[src/rtl/decade_sequence_monitor.sv]
// -----------------------------------------------------------------------------
// decade_sequence_monitor
//
// Receive-side monitor for a decade counter's one-hot output bus. The
// 10-bit position and the Q5-9 carry line come from an asynchronous source.
// They are resynchronised, qualified for stability and checked against the
// legal counting sequence. The monitor produces a clean BCD digit, event
// pulses and a BCD count of decade wraps. Any illegal code or sequence
// latches a sticky fault.
//
// Parameters:
//   SYNC_STAGES  synchroniser depth (>= 2)
//   DECADES      number of BCD digits in the wrap counter
//
// Ports:
//   cp0          clock
//   mr           synchronous active-high reset (overrides everything)
//   in_q         one-hot decade position, bit n = position n
//   in_q59_n     carry line, high while position is 0..4
//   clr_fault    clears a latched fault and returns to hunting
//   digit        BCD of the current accepted position
//   digit_valid  high while tracking
//   step         pulse per legal +1 advance (including 9->0)
//   wrap         pulse on the 9->0 advance, coincident with step
//   restart      pulse when position jumps to 0 from anything but 9
//   tens         BCD wrap count, rolls over from all-9s to 0
//   fault        sticky fault flag
//   fault_code   00 none, 01 not one-hot, 10 illegal jump, 11 carry mismatch
// -----------------------------------------------------------------------------
module decade_sequence_monitor #(
  parameter int SYNC_STAGES = 2,
  parameter int DECADES     = 2
) (
  input  logic                   cp0,
  input  logic                   mr,
  input  logic [9:0]             in_q,
  input  logic                   in_q59_n,
  input  logic                   clr_fault,
  output logic [3:0]             digit,
  output logic                   digit_valid,
  output logic                   step,
  output logic                   wrap,
  output logic                   restart,
  output logic [4*DECADES-1:0]   tens,
  output logic                   fault,
  output logic [1:0]             fault_code
);

  typedef enum logic [1:0] {
    HUNT  = 2'd0,
    TRACK = 2'd1,
    FAULT = 2'd2
  } state_t;

  localparam logic [1:0] CODE_NONE    = 2'b00;
  localparam logic [1:0] CODE_ONEHOT  = 2'b01;
  localparam logic [1:0] CODE_JUMP    = 2'b10;
  localparam logic [1:0] CODE_CARRY   = 2'b11;

  // ---------------------------------------------------------------------------
  // Synchroniser: carry line and position travel together as one 11-bit word.
  // ---------------------------------------------------------------------------
  logic [10:0] r_sync [SYNC_STAGES];
  logic [10:0] r_prev;

  generate
    for (genvar gi = 0; gi < SYNC_STAGES; gi++) begin : g_sync
      if (gi == 0) begin : g_first
        always_ff @(posedge cp0) begin
          if (mr) r_sync[gi] <= '0;
          else    r_sync[gi] <= {in_q59_n, in_q};
        end
      end else begin : g_rest
        always_ff @(posedge cp0) begin
          if (mr) r_sync[gi] <= '0;
          else    r_sync[gi] <= r_sync[gi-1];
        end
      end
    end
  endgenerate

  // Stability qualifier: a sample is trusted only when it matches the previous
  // cycle's sample, so bit-skew transients between positions never reach the
  // sequence checker.
  always_ff @(posedge cp0) begin
    if (mr) r_prev <= '0;
    else    r_prev <= r_sync[SYNC_STAGES-1];
  end

  logic [10:0] w_sample;
  logic [9:0]  w_s;
  logic        w_qual;
  logic        w_onehot;
  logic        w_carry_ok;

  assign w_sample   = r_sync[SYNC_STAGES-1];
  assign w_s        = w_sample[9:0];
  assign w_qual     = (w_sample == r_prev);
  // x & (x-1) clears the lowest set bit; zero afterwards means at most one bit.
  assign w_onehot   = (w_s != 10'd0) && ((w_s & (w_s - 10'd1)) == 10'd0);
  assign w_carry_ok = (w_sample[10] == ~|w_s[9:5]);

  // ---------------------------------------------------------------------------
  // State and output registers
  // ---------------------------------------------------------------------------
  state_t              r_state, w_state_next;
  logic [9:0]          r_pos, w_pos_next;
  logic [3:0]          r_digit, w_digit_next;
  logic                r_step, w_step_next;
  logic                r_wrap, w_wrap_next;
  logic                r_restart, w_restart_next;
  logic [4*DECADES-1:0] r_tens, w_tens_next;
  logic [1:0]          r_code, w_code_next;

  logic [9:0]          w_rotl;
  logic [4*DECADES-1:0] w_tens_inc;

  assign w_rotl = {r_pos[8:0], r_pos[9]};

  // BCD increment of the wrap counter with ripple carry between digits.
  logic [DECADES-1:0] w_carry;
  assign w_carry[0] = 1'b1;

  generate
    for (genvar gi = 0; gi < DECADES; gi++) begin : g_tens
      logic [3:0] w_d;
      assign w_d = r_tens[4*gi +: 4];
      assign w_tens_inc[4*gi +: 4] = w_carry[gi] ? ((w_d == 4'd9) ? 4'd0 : w_d + 4'd1) : w_d;
      if (gi < DECADES-1) begin : g_c
        assign w_carry[gi+1] = w_carry[gi] && (w_d == 4'd9);
      end
    end
  endgenerate

  always_ff @(posedge cp0) begin
    if (mr) begin
      r_state   <= HUNT;
      r_pos     <= '0;
      r_digit   <= '0;
      r_step    <= 1'b0;
      r_wrap    <= 1'b0;
      r_restart <= 1'b0;
      r_tens    <= '0;
      r_code    <= CODE_NONE;
    end else begin
      r_state   <= w_state_next;
      r_pos     <= w_pos_next;
      r_digit   <= w_digit_next;
      r_step    <= w_step_next;
      r_wrap    <= w_wrap_next;
      r_restart <= w_restart_next;
      r_tens    <= w_tens_next;
      r_code    <= w_code_next;
    end
  end

  always_comb begin
    w_state_next   = r_state;
    w_pos_next     = r_pos;
    w_digit_next   = r_digit;
    w_step_next    = 1'b0;
    w_wrap_next    = 1'b0;
    w_restart_next = 1'b0;
    w_tens_next    = r_tens;
    w_code_next    = r_code;

    case (r_state)
      HUNT: begin
        // Only a clean, qualified position 0 with the right carry arms tracking.
        if (w_qual && (w_s == 10'd1) && w_carry_ok) begin
          w_state_next = TRACK;
          w_pos_next   = 10'd1;
          w_digit_next = 4'd0;
        end
      end

      TRACK: begin
        if (w_qual) begin
          if (!w_onehot) begin
            w_state_next = FAULT;
            w_code_next  = CODE_ONEHOT;
          end else if (!w_carry_ok) begin
            w_state_next = FAULT;
            w_code_next  = CODE_CARRY;
          end else if (w_s == r_pos) begin
            // holding position
          end else if (w_s == w_rotl) begin
            w_pos_next   = w_s;
            w_digit_next = (r_digit == 4'd9) ? 4'd0 : r_digit + 4'd1;
            w_step_next  = 1'b1;
            if (r_pos[9]) begin
              w_wrap_next = 1'b1;
              w_tens_next = w_tens_inc;
            end
          end else if ((w_s == 10'd1) && !r_pos[9] && !r_pos[0]) begin
            w_pos_next     = w_s;
            w_digit_next   = 4'd0;
            w_restart_next = 1'b1;
          end else begin
            w_state_next = FAULT;
            w_code_next  = CODE_JUMP;
          end
        end
      end

      FAULT: begin
        // Input is ignored; digit, position and tens stay frozen.
        if (clr_fault) begin
          w_state_next = HUNT;
          w_code_next  = CODE_NONE;
        end
      end

      default: begin
        w_state_next = HUNT;
      end
    endcase
  end

  assign digit       = r_digit;
  assign digit_valid = (r_state == TRACK);
  assign step        = r_step;
  assign wrap        = r_wrap;
  assign restart     = r_restart;
  assign tens        = r_tens;
  assign fault       = (r_state == FAULT);
  assign fault_code  = r_code;

endmodule

[config.mk]
export PLATFORM = sky130hd
export DESIGN_NAME = decade_sequence_monitor
export DESIGN_NICKNAME = d
export VERILOG_FILES = /design/src/rtl/decade_sequence_monitor.sv
export SDC_FILE = /design/constraint.sdc
export NUM_CORES = 1
export LEC_CHECK = 0
export CORE_MARGIN = 2
export CORE_UTILIZATION = 25
export DETAILED_ROUTE_END_ITERATION = 6
export SETUP_SLACK_MARGIN = 0.3
export SLEW_MARGIN = 20
export SYNTH_ARGS = -nofsm -noshare
export SYNTH_HDL_FRONTEND = slang
export SYNTH_SLANG_ARGS = --single-unit
[constraint.sdc]
create_clock -name cp0 -period 5.9 [get_ports cp0]
set_input_delay 1.77 -clock cp0 [delete_from_list [all_inputs] [get_ports cp0]]
set_output_delay 1.77 -clock cp0 [all_outputs]
set_load 0.01 [all_outputs]
==> results of run 1 <==
-- synth_stat cells, drive strengths merged, types with 2 or more instances --
library cell and count:
dfxtp 62, nor2b 34, nor2 30, xnor2 28
nand2 14, mux2i 13, and2 11, buf 11
inv 11, clkbuf 9, nand3 9, nand4 9
nor4 9, xor2 9, a21oi 8, nor3 7
o21ai 6, nand2b 5, or4 4, a211oi 3
ha 3, nand3b 2, nand4b 2, o211ai 2
o31ai 2, or3 2
-- how the worst max path moves through the flow --
stage	to	slack (ns)	depth (start not counted)
2_1_floorplan	digit[0]	3.12	4
3_3_place_gp	digit_valid	2.70	3
3_5_place_dp	digit_valid	2.65	3
4_1_cts	digit_valid	2.28	3
5_1_grt	digit_valid	2.20	3
6_report	digit_valid	2.31	3
-- critical path, stage by stage, from the launching register on --
cell and delay [ns]:
sky130_fd_sc_hd__dfxtp_1 0.33, sky130_fd_sc_hd__inv_1 0.08, sky130_fd_sc_hd__ha_1 0.46, sky130_fd_sc_hd__clkdlybuf4s50_1 0.63
-- routing by layer --
| layer | part of all wire, % | vias up |
|---|---|---|
| met5 | 0 | - |
| met2 | 45 | 59 |
| li1 | - | 1126 |
| met1 | 48 | 1011 |
| met3 | 5.8 | 7 |
| met4 | 1.6 | 0 |
-- stage by stage --
step / hold WS, ns / instance area, um^2 / worst slack (ns) / cells
global route: 0.454 / 3670 / 2.20 / 491
floorplan: 0.414 / 2960 / 3.12 / 320
finish: 0.435 / 3670 / 2.31 / 491
detailed placement: 0.423 / 3340 / 2.65 / 475
CTS: 0.437 / 3670 / 2.28 / 491
global placement: 0.419 / 3340 / 2.70 / 475
-- power by group through the flow --
stage | combinational, mW | clock, mW | sequential, mW
after global placement | 0.194 | 0 | 0.465
final | 0.198 | 0.579 | 0.457
after detailed placement | 0.198 | 0 | 0.467
after global routing | 0.220 | 0.615 | 0.460
after floorplan | 0.153 | 0 | 0.457
after CTS | 0.199 | 0.595 | 0.457
-- area by class of cell --
cell class                      instances  area [um^2]  area share (%)
Timing Repair Buffer                   32          318            8.66
Clock buffer                            9          225            6.14
Inverter                               11         41.3            1.13
Tap cell                              143          179            4.88
Sequential cell                        62         1240            33.8
Multi-Input combinational cell        227         1560            42.6
Clock inverter                          7          103            2.80
-- sequential cells by signal, summed over array words and instances, names as in the netlist, 2 cells and up --
name	flops
r_sync	22
r_pos	10
fault_code	2
tens	8
r_prev	11
r_state	2
digit	4
-- cell families (layout without fill, tap and decap cells) --
logic type	count (synthesis)	after routing	share of synthesized area, %
DFF	62	62	42.0
and+or+nand+nor	142	142	28.3
AOI/OAI and AO/OA	32	32	7.91
adders and majority gates	3	3	1.27
buffers and inverters	31	59	5.20
xor gates and xnor gates	37	37	11.0
muxes	13	13	4.40
==> metrics.log, run 1 <==
[metrics] remaining antenna violation count: 0
[metrics] aggregate global routing overflow: 0
[metrics] residual DRC count: 0
[metrics] Period Utilization, post-route: about three fifths
[metrics] Internal: 0.906 mW
[metrics] GR met3 Demand/Resource: 3.16%
[metrics] deepest clock path buffer count: 2
[metrics] overall power consumption: 1.23 mW
[metrics] worst reg2reg setup slack: between 2 and 3 ns
[metrics] path class of the lowest-slack min-delay path: flop to flop
[metrics] PostCTS Resize Cnt: 0
[metrics] height of the die: about 110 um
[metrics] portion of total power attributed to sequential cells: around 37%
[metrics] total vias in the final route: between 2000 and 2500
[metrics] effective utilization at floorplan: 25.8%
[metrics] Filler Cells Inserted: roughly 1200
[metrics] area delta synth->final: 24.1%
[metrics] post-layout util: 32.0%
[metrics] antenna cell count: 0
[metrics] final hold violation count: 0
[metrics] top cells by area, synth: sky130_fd_sc_hd__dfxtp_1 42%, sky130_fd_sc_hd__xnor2_1 8.3%, sky130_fd_sc_hd__nor2b_1 7.2%
[metrics] RD Place Congestion: 0.822
[metrics] cell count after synthesis: 320
[metrics] Post-CTS Setup Bufs: 0
[metrics] final sum of negative setup slack: 0 ns
[metrics] distinct cell type count after synthesis: 53
[metrics] Arrival @ worst endpoint: 1.82 ns
[metrics] power density over the cells: between 300 and 400 nW/um^2
[metrics] netlist area before placement: 2960 um^2
[metrics] wire length of the first global-routing pass: 10100 um
[metrics] count of port buffers added during placement: 32
[metrics] global-route total usage across every layer: under 10%
[metrics] Final Max Tran Viols: 0
[metrics] end of the worst register-to-register path: r_pos[0]
[metrics] latest clock arrival within the worst-skew pair: 0.33 ns
[metrics] leakage power figure: 1.27 nW
[metrics] post-synthesis net count: 337
[metrics] Pre-Repair DR Iteration Count: 4
[metrics] post-synthesis async set-or-reset flop share: 0%
[metrics] clk root buf: sky130_fd_sc_hd__clkbuf_16
[metrics] worst clock skew: 0.00695 ns
[metrics] startpoint kind of the worst setup timing path: flop
[metrics] average footprint of a synthesized cell: 9.24 um^2
[metrics] total routed wirelength: 5840 um
[metrics] worst relative slew slack: 36.1%
[metrics] gr busiest metal: met2
[metrics] clock sink total: 62
[metrics] Cells on Worst Hold Path: 1
[metrics] startpoint of the tightest hold check path: r_sync[0][4]
[metrics] I/O pin count: 33
[metrics] number of buffers added by the clock tree synthesis step: 9
[metrics] number of cell instances on the worst register-to-register path: 7
[metrics] htree depth: 3
[metrics] number of flip-flops and latches in the synthesized netlist: between 60 and 70
[metrics] CP Class: flop to output pin
[metrics] final net count: 360
[metrics] dominant cell type by area after synthesis: sky130_fd_sc_hd__dfxtp_1
[metrics] hold buffer count at cts: 0
[metrics] proportion of total power due to net switching: 26.6%
[metrics] initial antenna violation count: 0
[metrics] clock-pin slew of the registers on the worst-case setup and hold paths: around 0.06 ns
[metrics] Fmax achieved: 0.279 GHz
[metrics] # setup viols final: 0
[metrics] Max FO, Critical Path: 14
[metrics] Hold EP: r_sync[1][4]
[metrics] die extent in x: 113 um
[metrics] Peak supply drop: around 0.14 mV
[metrics] Clock power frac: 47.0%
[metrics] global routing usage on met2: between 10% and 20%
[metrics] portion of the post-synthesis area used by sequential elements: 42.0%
[metrics] required arrival time at the worst endpoint: approximately 4.1 ns
[metrics] count of flip-flops with a built-in enable after synthesis: 0
[metrics] number of DRC violations after detailed-routing iteration 0: 159
[metrics] Via-to-Cell Ratio: about 4.5
[metrics] origin of the critical flop-to-flop path: r_sync[1][5]
[metrics] run status: complete, no violations
[metrics] combinational group share of total power: 16.0%
[metrics] Net Switching: 0.328 mW
[metrics] kind of end point of the critical path: output pin
[metrics] proportion of layout cells with a drive suffix above 1: 8.91%
[metrics] average wire per standard cell: 11.9 um
[metrics] fraction of synthesized cell area taken by the top area cell type: between 40% and 50%
[metrics] CTS tree: built
[metrics] predominant post-synthesis flop cell: sky130_fd_sc_hd__dfxtp_1
[metrics] FP Rows: 39
[metrics] total die area: 12700 um^2
[metrics] met1 usage: 13.0%
[metrics] detailed placement HPWL: 4050 um
[metrics] setup repair after global routing missed its margin: no
[metrics] yosys synthesis warning count: 0
[metrics] transition time at the pin with the least slew margin: ~0.96 ns
[metrics] commonest non-fill, non-tap cell in the layout: sky130_fd_sc_hd__dfxtp_1
[metrics] min cycle time layout: 3.59 ns
[metrics] largest net degree at the start of global routing: 66
[metrics] vias in the first global route: about 2000
[metrics] Worst Setup SP: r_state[1]
[metrics] most used cells in the layout excluding fill and tap cells: 62 x sky130_fd_sc_hd__dfxtp_1, 34 x sky130_fd_sc_hd__nor2b_1, 31 x sky130_fd_sc_hd__clkdlybuf4s50_1, 30 x sky130_fd_sc_hd__nor2_1, 28 x sky130_fd_sc_hd__xnor2_1
[metrics] CORE AREA: 11500 um^2
[metrics] Max-Cap Viols: 0
Note: power is estimated with default switching activity, not from simulation.
==> run 2: changes to the inputs <==
Clock period 5.9 ns to 3.32 ns, I/O delays scaled along.
==> metrics.log, run 2 (synthesis gave the netlist of run 1 again) <==
[metrics] htree depth: 3 (unchanged)
[metrics] required arrival time at the worst endpoint: 3.52 ns (-0.61 ns)
[metrics] average wire per standard cell: 11.9 um (-0.20%)
[metrics] CTS tree: built
[metrics] leakage power figure: 1.29 nW (+1.5%)
[metrics] Final Max Tran Viols: 0 (unchanged)
[metrics] Via-to-Cell Ratio: 4.55 (+1.5%)
[metrics] run status: complete, no violations
[metrics] commonest non-fill, non-tap cell in the layout: sky130_fd_sc_hd__dfxtp_1
[metrics] # setup viols final: 0 (unchanged)
[metrics] largest registers ranked by flip-flop count: r_sync: 22 flops, r_prev: 11 flops, r_pos: 10 flops
[metrics] Worst Setup SP: r_sync[1][2]
[metrics] worst reg2reg setup slack: 0.63 ns (-2.22 ns)
[metrics] max FFs per register: 22 (unchanged)
[metrics] number of buffers added by the clock tree synthesis step: 9 (unchanged)
[metrics] Fmax achieved: 0.372 GHz
[metrics] Max-Cap Viols: 0 (unchanged)
[metrics] min cycle time layout: about 2.7 ns
[metrics] FP Rows: 39 (unchanged)
[metrics] setup repair after global routing missed its margin: no
[metrics] height of the die: 113 um (unchanged)
[metrics] total vias in the final route: 2254 (+2.3%)
[metrics] Max FO, Critical Path: 10 (-4)
[metrics] RD Place Congestion: 0.912 (+11%)
[metrics] power density over the cells: 594 nW/um^2 (+77%)
[metrics] cell family with the largest share of critical-path delay: simple AND/OR/NAND/NOR gates
[metrics] hold buffer count at cts: 0 (unchanged)
[metrics] transition time at the pin with the least slew margin: 0.552 ns (-0.407 ns)
[metrics] detailed placement HPWL: 4300 um (+6.2%)
[metrics] startpoint kind of the worst setup timing path: flop
[metrics] kind of end point of the critical path: flop
[metrics] Pre-Repair DR Iteration Count: 5 (+1)
[metrics] count of port buffers added during placement: 32 (unchanged)
[metrics] Post-Route Hold Slack: 0.433 ns (-0.00224 ns)
[metrics] antenna cell count: 0 (unchanged)
[metrics] deepest clock path buffer count: 2 (unchanged)
[metrics] path class of the lowest-slack min-delay path: flop to flop
[metrics] effective utilization at floorplan: 25.8% (unchanged)
[metrics] clk root buf: sky130_fd_sc_hd__clkbuf_16
[metrics] wire length of the first global-routing pass: 10300 um (+2.3%)
[metrics] largest net degree at the start of global routing: 34 (-48%)
[metrics] top register by number of flip-flops: r_sync
[metrics] origin of the critical flop-to-flop path: r_sync[1][2]
[metrics] final net count: 364 (+1.1%)
[metrics] residual DRC count: 0 (unchanged)
[metrics] worst clock skew: 0.00676 ns (-0.000186 ns)
[metrics] total routed wirelength: 5880 um (+0.62%)
[metrics] slowest stage cell, crit path: sky130_fd_sc_hd__or4_1
[metrics] startpoint of the tightest hold check path: r_sync[0][3]
[metrics] CP Class: flop to flop
[metrics] initial antenna violation count: 0 (unchanged)
[metrics] clock sink total: 62 (unchanged)
[metrics] Arrival @ worst endpoint: 2.89 ns (+1.07 ns)
[metrics] final hold violation count: 0 (unchanged)
[metrics] clock-pin slew of the registers on the worst-case setup and hold paths: 0.06 ns (about the same)
[metrics] total die area: 12700 um^2 (unchanged)
[metrics] Peak supply drop: 0.264 mV (+94%)
[metrics] remaining antenna violation count: 0 (unchanged)
[metrics] area delta synth->final: 25.1%
[metrics] vias in the first global route: 2180 (+6.1%)
[metrics] global-route total usage across every layer: 10.1% (+0.15 points)
[metrics] CORE AREA: 11500 um^2 (unchanged)
[metrics] maximum single-stage delay on the critical path: 0.62 ns (about the same)
[metrics] die extent in x: 113 um (unchanged)
[metrics] most used cells in the layout excluding fill and tap cells: 62 x sky130_fd_sc_hd__dfxtp_1, 34 x sky130_fd_sc_hd__nor2b_1, 31 x sky130_fd_sc_hd__clkdlybuf4s50_1, 30 x sky130_fd_sc_hd__nor2_1, 28 x sky130_fd_sc_hd__xnor2_1
[metrics] overall power consumption: 2.20 mW (+78%)
[metrics] Post-CTS Setup Bufs: 0 (unchanged)
[metrics] aggregate global routing overflow: 0 (unchanged)
[metrics] PostCTS Resize Cnt: 0 (unchanged)
[metrics] proportion of layout cells with a drive suffix above 1: 9.94% (+1.0 points)
[metrics] Period Utilization, post-route: 81.0%
[metrics] CP most frequent cell: sky130_fd_sc_hd__nand4_1
[metrics] number of buffers and inverters on the critical path: 0 (-2)
[metrics] CP Cell Sequence: xnor2_1, nand4_1, nor4_4, nand4_1, or4_1, mux2i_1, a31oi_1
[metrics] number of DRC violations after detailed-routing iteration 0: 74 (-53%)
[metrics] latest clock arrival within the worst-skew pair: 0.33 ns (about the same)
[metrics] worst relative slew slack: 63.2% (+27 points)
[metrics] I/O pin count: 33 (unchanged)
[metrics] final sum of negative setup slack: 0 ns (unchanged)
run 2: final timing paths:
check	to	depth (start not counted)
worst min-delay path	r_sync[1][3]	1
worst min register to register	r_sync[1][3]	1
worst max-delay path	tens[7]	7
worst max register to register	tens[7]	7
run 2: metrics by stage:
step                      worst slack [ns]  util [%]  instance area (um^2)  std cells
after floorplan                      0.980         -                  2960        320
after global placement               0.679      29.4                  3370        479
after detailed placement             0.654      29.4                  3370        479
after CTS                            0.623      32.3                  3700        495
after global routing                 0.373      32.3                  3700        495
final                                0.631      32.3                  3700        495
run 2: worst reg2reg max path: stages (launching register included):
cell and delay (ns):
sky130_fd_sc_hd__dfxtp_1 0.55, sky130_fd_sc_hd__xnor2_1 0.19, sky130_fd_sc_hd__nand4_1 0.19, sky130_fd_sc_hd__nor4_4 0.42, sky130_fd_sc_hd__nand4_1 0.32, sky130_fd_sc_hd__or4_1 0.62, sky130_fd_sc_hd__mux2i_1 0.18, sky130_fd_sc_hd__a31oi_1 0.10
run 2: layout make-up:
class,count,area (um^2)
clock buffers,10,239
multi-input cells,227,1560
clock inverters,6,92.6
repair buffers,36,345
fillers,1152,7770
well taps,143,179
inverters,11,41.3
flip-flops and latches,62,1240
run 2: routing by layer:
layer	global-route usage, %	up-vias	wire length (um)
met5	0	-	0
met4	3.66	0	63
met3	3.48	8	344
met2	15.6	45	2700
met1	13.0	1064	2770
li1	-	1137	-
run 2: where the power goes:
group | total, mW | internal (mW) | switching [mW]
clock network | 1.02 | 0.682 | 0.342
registers | 0.810 | 0.779 | 0.0312
logic | 0.363 | 0.171 | 0.192
